$ cat src/rtl/picobello_dummy_err_slv_pkg.sv
// AXI response encodings shared by the Picobello mesh blocks.
// Response codes are kept here so every tile decodes them identically.
package picobello_dummy_err_slv_pkg;

    typedef logic [1:0] axi_resp_t;

    localparam axi_resp_t RESP_OKAY   = 2'b00;
    localparam axi_resp_t RESP_DECERR = 2'b11;

endpackage : picobello_dummy_err_slv_pkg

$ cat src/rtl/picobello_dummy_err_slv.sv
// Error slave placed at dummy mesh positions: completes every AXI read and write
// with DECERR and keeps a saturating count plus the address of the latest offender.
module picobello_dummy_err_slv
    import picobello_dummy_err_slv_pkg::*;
#(
    parameter int unsigned IdWidth   = 4,
    parameter int unsigned AddrWidth = 48,
    parameter int unsigned DataWidth = 64,
    parameter logic [63:0] RespData  = 64'hBADC_AB1E_DEAD_BEEF,
    parameter int unsigned CntWidth  = 16
) (
    input  logic                 clk_i,
    input  logic                 rst_ni,

    input  logic                 aw_valid_i,
    output logic                 aw_ready_o,
    input  logic [IdWidth-1:0]   aw_id_i,
    input  logic [AddrWidth-1:0] aw_addr_i,

    input  logic                 w_valid_i,
    output logic                 w_ready_o,
    input  logic                 w_last_i,

    output logic                 b_valid_o,
    input  logic                 b_ready_i,
    output logic [IdWidth-1:0]   b_id_o,
    output logic [1:0]           b_resp_o,

    input  logic                 ar_valid_i,
    output logic                 ar_ready_o,
    input  logic [IdWidth-1:0]   ar_id_i,
    input  logic [AddrWidth-1:0] ar_addr_i,
    input  logic [7:0]           ar_len_i,

    output logic                 r_valid_o,
    input  logic                 r_ready_i,
    output logic [IdWidth-1:0]   r_id_o,
    output logic [DataWidth-1:0] r_data_o,
    output logic [1:0]           r_resp_o,
    output logic                 r_last_o,

    output logic [CntWidth-1:0]  err_cnt_o,
    output logic [AddrWidth-1:0] err_addr_o
);

    localparam logic [1:0] W_IDLE = 2'd0;
    localparam logic [1:0] W_DATA = 2'd1;
    localparam logic [1:0] W_RESP = 2'd2;

    localparam logic R_IDLE = 1'b0;
    localparam logic R_DATA = 1'b1;

    localparam logic [DataWidth-1:0] RESP_DATA_TRUNC = DataWidth'(RespData);

    logic [1:0]           r_wstate;
    logic [IdWidth-1:0]   r_bid;
    logic                 r_rstate;
    logic [IdWidth-1:0]   r_rid;
    logic [7:0]           r_beat_cnt;
    logic [CntWidth-1:0]  r_err_cnt;
    logic [AddrWidth-1:0] r_err_addr;

    logic                 w_aw_hs;
    logic                 w_w_hs;
    logic                 w_ar_hs;
    logic                 w_r_hs;
    logic [1:0]           w_cnt_inc;
    logic [CntWidth:0]    w_cnt_sum;
    logic [CntWidth-1:0]  w_cnt_nxt;

    // Readies come from state only, so no valid-to-ready combinational path exists.
    assign aw_ready_o = (r_wstate == W_IDLE);
    assign w_ready_o  = (r_wstate == W_DATA);
    assign b_valid_o  = (r_wstate == W_RESP);
    assign b_id_o     = r_bid;
    assign b_resp_o   = b_valid_o ? RESP_DECERR : RESP_OKAY;

    assign ar_ready_o = (r_rstate == R_IDLE);
    assign r_valid_o  = (r_rstate == R_DATA);
    assign r_id_o     = r_rid;
    assign r_data_o   = r_valid_o ? RESP_DATA_TRUNC : '0;
    assign r_resp_o   = r_valid_o ? RESP_DECERR : RESP_OKAY;
    assign r_last_o   = r_valid_o && (r_beat_cnt == 8'd0);

    assign w_aw_hs = aw_valid_i && aw_ready_o;
    assign w_w_hs  = w_valid_i  && w_ready_o;
    assign w_ar_hs = ar_valid_i && ar_ready_o;
    assign w_r_hs  = r_valid_o  && r_ready_i;

    assign err_cnt_o  = r_err_cnt;
    assign err_addr_o = r_err_addr;

    // Write channel: accept AW, swallow W beats up to w_last, then answer on B.
    always_ff @(posedge clk_i or negedge rst_ni) begin
        if (!rst_ni) begin
            r_wstate <= W_IDLE;
            r_bid    <= '0;
        end else begin
            // NOTE: state registers take <= so every flop samples pre-edge values.
            case (r_wstate)
                W_IDLE: if (w_aw_hs) begin
                    r_wstate <= W_DATA;
                    r_bid    <= aw_id_i;
                end
                W_DATA: if (w_w_hs && w_last_i) r_wstate <= W_RESP;
                W_RESP: if (b_ready_i) r_wstate <= W_IDLE;
                default: r_wstate <= W_IDLE;
            endcase
        end
    end

    // Read channel: one DECERR beat per handshake until the loaded length runs out.
    always_ff @(posedge clk_i or negedge rst_ni) begin
        if (!rst_ni) begin
            r_rstate   <= R_IDLE;
            r_rid      <= '0;
            r_beat_cnt <= '0;
        end else if (w_ar_hs) begin
            r_rstate   <= R_DATA;
            r_rid      <= ar_id_i;
            r_beat_cnt <= ar_len_i;
        end else if (w_r_hs) begin
            if (r_beat_cnt == 8'd0) r_rstate <= R_IDLE;
            else                    r_beat_cnt <= r_beat_cnt - 8'd1;
        end
    end

    assign w_cnt_inc = {1'b0, w_aw_hs} + {1'b0, w_ar_hs};

    always_comb begin
        // NOTE: outputs of always_comb are assigned on every path to avoid latches.
        w_cnt_sum = {1'b0, r_err_cnt} + (CntWidth + 1)'(w_cnt_inc);
        w_cnt_nxt = w_cnt_sum[CntWidth-1:0];
        if (w_cnt_sum[CntWidth]) w_cnt_nxt = '1;
    end

    // A simultaneous AR wins the address capture over AW.
    always_ff @(posedge clk_i or negedge rst_ni) begin
        if (!rst_ni) begin
            r_err_cnt  <= '0;
            r_err_addr <= '0;
        end else begin
            r_err_cnt <= w_cnt_nxt;
            if (w_ar_hs)      r_err_addr <= ar_addr_i;
            else if (w_aw_hs) r_err_addr <= aw_addr_i;
        end
    end

endmodule : picobello_dummy_err_slv

$ cat config.mk
export PLATFORM = sky130hd
export DESIGN_NAME = picobello_dummy_err_slv
export DESIGN_NICKNAME = d
export VERILOG_FILES = /design/src/rtl/picobello_dummy_err_slv_pkg.sv /design/src/rtl/picobello_dummy_err_slv.sv
export SDC_FILE = /design/constraint.sdc
export NUM_CORES = 1
export LEC_CHECK = 0
export ABC_AREA = 1
export BUFFER_PORTS_ARGS = -buffer_cell sky130_fd_sc_hd__buf_2
export CORE_MARGIN = 1.5
export CORE_UTILIZATION = 41
export CTS_CLUSTER_DIAMETER = 40
export DETAILED_ROUTE_END_ITERATION = 10
export PLACE_DENSITY = 0.75
export RECOVER_POWER = 50
export SLEW_MARGIN = 5
export SYNTH_ARGS = -nofsm -noshare
export SYNTH_HDL_FRONTEND = slang
export SYNTH_SLANG_ARGS = --single-unit
$ cat constraint.sdc
create_clock -name clk_i -period 3.23 [get_ports clk_i]
set_input_delay 0.323 -clock clk_i [delete_from_list [all_inputs] [get_ports clk_i]]
set_output_delay 0.323 -clock clk_i [all_outputs]
set_load 0.01 [all_outputs]
==> results of run 1 <==
[metal layers]
layer  vias to the layer above  share of wire
met1                      1934           0.43
li1                       2178              -
met3                        10          0.079
met5                         -              0
met4                         0         0.0075
met2                       156           0.49
[worst paths after layout]
path / startpoint / endpoint / slack, ps / cells past startpoint
setup / recovery: r_wstate[1] / err_cnt_o[14] / 790 / 10
hold / removal: b_ready_i / r_wstate[1] / 170 / 2
setup reg to reg: r_wstate[1] / err_cnt_o[14] / 790 / 10
hold reg to reg: r_id_o[1] / r_id_o[1] / 490 / 2
max in group asynchronous: rst_ni / err_addr_o[45] / 1650 / 2
min in group asynchronous: rst_ni / r_id_o[2] / 370 / 1
[layout make-up]
type | count | area (um2)
Clock inverter | 6 | 65.1
Inverter | 38 | 143
Fill cell | 1171 | 5280
Tap cell | 140 | 175
Timing Repair Buffer | 250 | 1190
Sequential cell | 83 | 2080
Clock buffer | 10 | 239
Multi-Input combinational cell | 394 | 1860
[where the power goes]
| group | internal [uW] | switching [uW] | leakage (uW) |
|---|---|---|---|
| clock | 620 | 419 | 0.000148 |
| combinational | 902 | 1610 | 0.00189 |
| sequential | 1500 | 279 | 0.000971 |
[flip-flops by register name, indices dropped and copies added, names as in the netlist]
name and cells:
b_id_o 4, err_addr_o 48, err_cnt_o 16, r_beat_cnt 8
r_id_o 4, r_valid_o 1, r_wstate 2
[stage by stage]
stage | cell area [um2] | setup WS (ps) | instances | power, uW
after floorplan | 4780 | 344 | 607 | 3860
after global placement | 5540 | 1070 | 905 | 4380
after detailed placement | 5540 | 998 | 905 | 4430
after CTS | 5840 | 965 | 921 | 5490
after global routing | 5750 | 571 | 921 | 5800
final | 5750 | 788 | 921 | 5330
[cell families (layout without fill, tap and decap cells)]
group / Yosys count / count (layout) / share of synthesized area
other: 1 / 21 / 0.000797
muxes: 4 / 4 / 0.00957
DFF: 83 / 83 / 0.441
and+or+nand+nor: 296 / 296 / 0.269
adders and majority gates: 4 / 4 / 0.0122
AOI/OAI and AO/OA: 65 / 65 / 0.0824
xor gates and xnor gates: 4 / 4 / 0.00744
buffers and inverters: 130 / 304 / 0.177
[cell usage after synthesis]
master,instances,share of area
buf_6,7,0.017
nor2_4,2,0.0048
o21ai_1,4,0.0043
inv_1,34,0.027
inv_2,4,0.0032
nand3_1,24,0.026
nor2_1,76,0.061
a31oi_1,48,0.064
nand2_1,171,0.14
buf_4,74,0.12
o21ai_0,12,0.013
fa_1,1,0.0043
nand4_4,1,0.0045
nor3_4,1,0.0035
dfrtp_1,83,0.44
nand2_2,1,0.0013
xor2_1,4,0.0074
o31ai_1,1,0.0016
nand2_8,1,0.0043
nand3_2,3,0.0064
nand2_4,2,0.0048
or2_2,1,0.0013
ha_1,3,0.0080
conb_1,1,0.00080
nor2_2,2,0.0027
buf_2,11,0.012
mux2_2,4,0.0096
nor3_1,5,0.0053
nand4_1,6,0.0080
[worst max-delay path, delay by kind of cell, from the launching register on]
family,cells,cell delay (ps)
adders and majority gates,2,620
DFF,1,390
buffers and inverters,1,70
and+or+nand+nor,7,1230
==> results.sh, run 1 <==
export IMPL_outcome="finished with violations"
export IMPL_violations="max-capacitance violations, max-slew violations"
export IMPL_grt_busiest_layer="met2"
export IMPL_cts_sinks=83
export IMPL_io_pins=266
export IMPL_cpMaxStageDelayCell="fa_1"
export IMPL_hold_buffers=0
export IMPL_setup_violations=0
export IMPL_synth_area_um2=4710
export IMPL_port_buffers=244
export IMPL_final_nets=900
export IMPL_routed_wl_um=11700
export IMPL_worstSetupPathType="reg2reg"
export IMPL_final_core_util=0.521
export IMPL_power_leakage_uw=0.00300
export IMPL_critPathMaxFanout=7
export IMPL_routabilityCongestion=0.908
export IMPL_tightestPinTransition_ps=1550
export IMPL_syn_inst=587
export IMPL_die_w_um=110
export IMPL_fp_dieArea_um2=12100
export IMPL_fin_tns_setup_ps=0
export IMPL_cts_tree="yes"
export IMPL_grt_pass1_vias=3715
export IMPL_die_y_um=110
export IMPL_post_cts_resized=0
export IMPL_maxCapViolations=1
export IMPL_gr_total_overflow=0
export IMPL_grt_use_total=0.191
export IMPL_use_met1=0.243
export IMPL_fmax_mhz=410
export IMPL_whs_ps=169
export IMPL_antenna_found_initial=0
export IMPL_use_met3=0.0558
export IMPL_critPathLaunchType="flop"
export IMPL_fin_skew_ps=6.71
export IMPL_rows=38
export IMPL_fin_crit_sh=0.756
export IMPL_slew_headroom=-0.0319
export IMPL_ys_warn_count=0
export IMPL_ys_types=29
export IMPL_cp_cell_sequence="nor2_1 > nand2_8 > fa_1 > inv_1 > ha_1 > nand2_1 > nor3_1 > nand3_1 > nand2_1 > nand3_1"
export IMPL_viasPerCell=4.64
export IMPL_yosysSeqAreaShare=0.441
export IMPL_drc_errors=0
export IMPL_first_iter_violations=163
export IMPL_first_pass_iters=4
export IMPL_ys_ff_latch=83
export IMPL_cts_buffers_inserted=9
export IMPL_grt_pass1_wl_um=18000
export IMPL_h_tree_depth=3
export IMPL_cts_root_buf="clkbuf_16"
export IMPL_final_common_cell="buf_2"
export IMPL_required_ps=3440
export IMPL_crit_path_end_kind="flop"
export IMPL_hold_viol_final=0
export IMPL_met2_usage=0.321
export IMPL_hp_class="in2reg"
export IMPL_dp_hpwl_um=8820
export IMPL_arrival_ps=2650
export IMPL_synthToLayoutAreaGrowth_pct=22.2
export IMPL_clk_latency_ps=330
export IMPL_initial_utilization=0.427
export IMPL_grt_max_degree=97
export IMPL_core_area_um2=11000
export IMPL_wire_per_inst_um=12.7
export IMPL_syn_avg_cell_area_um2=8.02
export IMPL_min_period_ps=2440
export IMPL_drive_gt1_frac=0.293
export IMPL_cts_max_path_buffers=2
export IMPL_grt_setup_unrepaired="false"
export IMPL_clkTransAtPathRegs_ps=60
export IMPL_irDropWorstVdd_v=0.000490
export IMPL_slew_violations=64
export IMPL_cp_slowest_stage_delay_ps=420
export IMPL_p_per_area_nw_per_um2=926
export IMPL_cts_setup_buffers=0
export IMPL_drt_antenna_violating_nets=0
export IMPL_final_cell_mix="buf_2, nand2_1, dfrtp_1"
export IMPL_antennaDiodeCount=0
export IMPL_vias=4278
(Power assumes the default switching activity.)
==> inputs of run 2 (changes only) <==
--- a/config.mk
+++ b/config.mk
@@ -8,10 +8,10 @@
 export ABC_AREA = 1
 export BUFFER_PORTS_ARGS = -buffer_cell sky130_fd_sc_hd__buf_2
 export CORE_MARGIN = 1.5
-export CORE_UTILIZATION = 41
+export CORE_UTILIZATION = 40
 export CTS_CLUSTER_DIAMETER = 40
 export DETAILED_ROUTE_END_ITERATION = 10
-export PLACE_DENSITY = 0.75
+export PLACE_DENSITY = 0.77
 export RECOVER_POWER = 50
 export SLEW_MARGIN = 5
 export SYNTH_ARGS = -nofsm -noshare
==> constraint.sdc (replaced) <==
create_clock -name clk_i -period 2.08 [get_ports clk_i]
set_input_delay 0.208 -clock clk_i [delete_from_list [all_inputs] [get_ports clk_i]]
set_output_delay 0.208 -clock clk_i [all_outputs]
set_load 0.01 [all_outputs]
==> results.sh, run 2 (same netlist as run 1, synthesis figures left out) <==
export IMPL_outcome="completed"
export IMPL_rows=39
export IMPL_final_common_cell="buf_2"
export IMPL_grt_pass1_vias=3959
export IMPL_antenna_found_initial=0
export IMPL_cts_tree="yes"
export IMPL_routed_wl_um=11400
export IMPL_multiInputGateArea_um2=1940
export IMPL_critPathMaxFanout=4
export IMPL_crit_path_end_kind="flop"
export IMPL_fin_ws_ps=143
export IMPL_first_pass_iters=4
export IMPL_fin_crit_sh=0.931
export IMPL_cts_sinks=83
export IMPL_core_area_um2=11500
export IMPL_wire_per_inst_um=12.3
export IMPL_hold_path_startpoint="b_ready_i"
export IMPL_die_w_um=111
export IMPL_drc_errors=0
export IMPL_postPlaceCellArea_um2=5650
export IMPL_hp_class="in2reg"
export IMPL_post_place_ws_ps=79.6
export IMPL_min_period_ps=1940
export IMPL_min_delay_path_depth=2
export IMPL_power_leakage_uw=0.00306
export IMPL_grt_setup_unrepaired="false"
export IMPL_timing_rr_start="r_wstate[1]"
export IMPL_die_y_um=111
export IMPL_p_per_area_nw_per_um2=1410
export IMPL_routabilityCongestion=0.863
export IMPL_regArea_um2=2080
export IMPL_grt_max_degree=54
export IMPL_r2r_cells=10
export IMPL_arrival_ps=2150
export IMPL_hold_viol_final=0
export IMPL_io_pins=266
export IMPL_final_core_util=0.513
export IMPL_fin_area_um2=5890
export IMPL_first_iter_violations=205
export IMPL_port_buffers=244
export IMPL_fp_dieArea_um2=12400
export IMPL_cts_root_buf="clkbuf_16"
export IMPL_min_to="r_wstate[1]"
export IMPL_drt_antenna_violating_nets=0
export IMPL_fin_skew_ps=4.37
export IMPL_regToRegSetupSlack_ps=140
export IMPL_grt_use_total=0.186
export IMPL_largest_reg_flops=48
export IMPL_viasPerCell=4.64
export IMPL_irDropWorstVdd_v=0.000646
export IMPL_gr_total_overflow=0
export IMPL_vias=4308
export IMPL_initial_utilization=0.410
export IMPL_clk_latency_ps=330
export IMPL_required_ps=2290
export IMPL_clkTransAtPathRegs_ps=60
export IMPL_fmax_mhz=516
export IMPL_antennaDiodeCount=0
export IMPL_setup_violations=0
export IMPL_fillers=1148
export IMPL_drive_gt1_frac=0.299
export IMPL_dp_hpwl_um=8620
export IMPL_cts_buffers_inserted=9
export IMPL_final_nets=906
export IMPL_synthToLayoutAreaGrowth_pct=25.1
export IMPL_worstSetupPathType="reg2reg"
export IMPL_maxCapViolations=0
export IMPL_r2r_end="err_cnt_o[12]"
export IMPL_slew_headroom=0.469
export IMPL_final_cell_mix="buf_2, nand2_1, dfrtp_1"
export IMPL_critPathLaunchType="flop"
export IMPL_cts_setup_buffers=0
export IMPL_grt_pass1_wl_um=18800
export IMPL_tightestPinTransition_ps=797
export IMPL_slew_violations=0
export IMPL_h_tree_depth=3
export IMPL_cts_max_path_buffers=2
## run 2: cell count changes in the layout (fill, tap and decap cells not counted), sizes merged
cell and delta:
buf -1, nand4 +1, clkinv -2, dlygate4sd3 +1, clkbuf +6, clkinvlp -1
## run 2: timing repair
| action | CTS | global route |
|---|---|---|
| resized for setup | 0 | 2 |
| hold buffers | 1 | 0 |
| setup endpoints to repair | 0 | 16 |
| endpoints found under the hold margin | 30 | 0 |
## run 2: critical path, stage by stage, from the launching register on
cell	delay, ps
dfrtp_1	410
nor2_4	180
nand2_8	60
fa_2	370
inv_2	70
ha_4	150
nand2_4	80
nor2_4	210
nand3_1	110
nand2_1	100
nand3_2	70
## run 2: per-stage QoR
step	std cells	hold WS (ps)	TNS [ps]	power, uW
2_1_floorplan	607	-87.6	-2820	6050
3_5_place_dp	912	171	0	6960
6_report	928	54.4	0	8320
5_1_grt	928	63.7	0	9030
4_1_cts	927	43.3	0	8550
3_3_place_gp	912	172	0	6900
## run 2: cell type report
class                           count  share of cell area
Inverter                           38              0.0247
Tap cell                          143              0.0304
Clock buffer                       11              0.0412
Multi-Input combinational cell    395               0.330
Clock inverter                      3             0.00680
Sequential cell                    83               0.354
Timing Repair Buffer              255               0.213
## run 2: routing by layer
| layer | GRT usage | part of all wire | vias to the layer above |
|---|---|---|---|
| li1 | - | - | 2184 |
| met1 | 0.252 | 0.45 | 1944 |
| met2 | 0.297 | 0.47 | 165 |
| met3 | 0.0376 | 0.066 | 15 |
| met4 | 0.0675 | 0.015 | 0 |
| met5 | 0 | 0 | - |
## run 2: worst max path at each step
stage | slack (ps) | endpoint | cells past startpoint | from
floorplan | -210 | err_cnt_o[0] | 12 | r_valid_o
global placement | 120 | err_cnt_o[15] | 9 | r_wstate[1]
detailed placement | 80 | err_cnt_o[15] | 9 | r_wstate[1]
CTS | 70 | err_cnt_o[15] | 9 | r_wstate[1]
global route | 7 | err_cnt_o[6] | 9 | r_wstate[1]
finish | 140 | err_cnt_o[12] | 10 | r_wstate[1]
## run 2: power breakdown
| part | internal, uW | switching, uW | total, uW |
|---|---|---|---|
| combinational | 1480 | 2500 | 3980 |
| sequential | 2340 | 443 | 2780 |
| clock | 946 | 612 | 1560 |
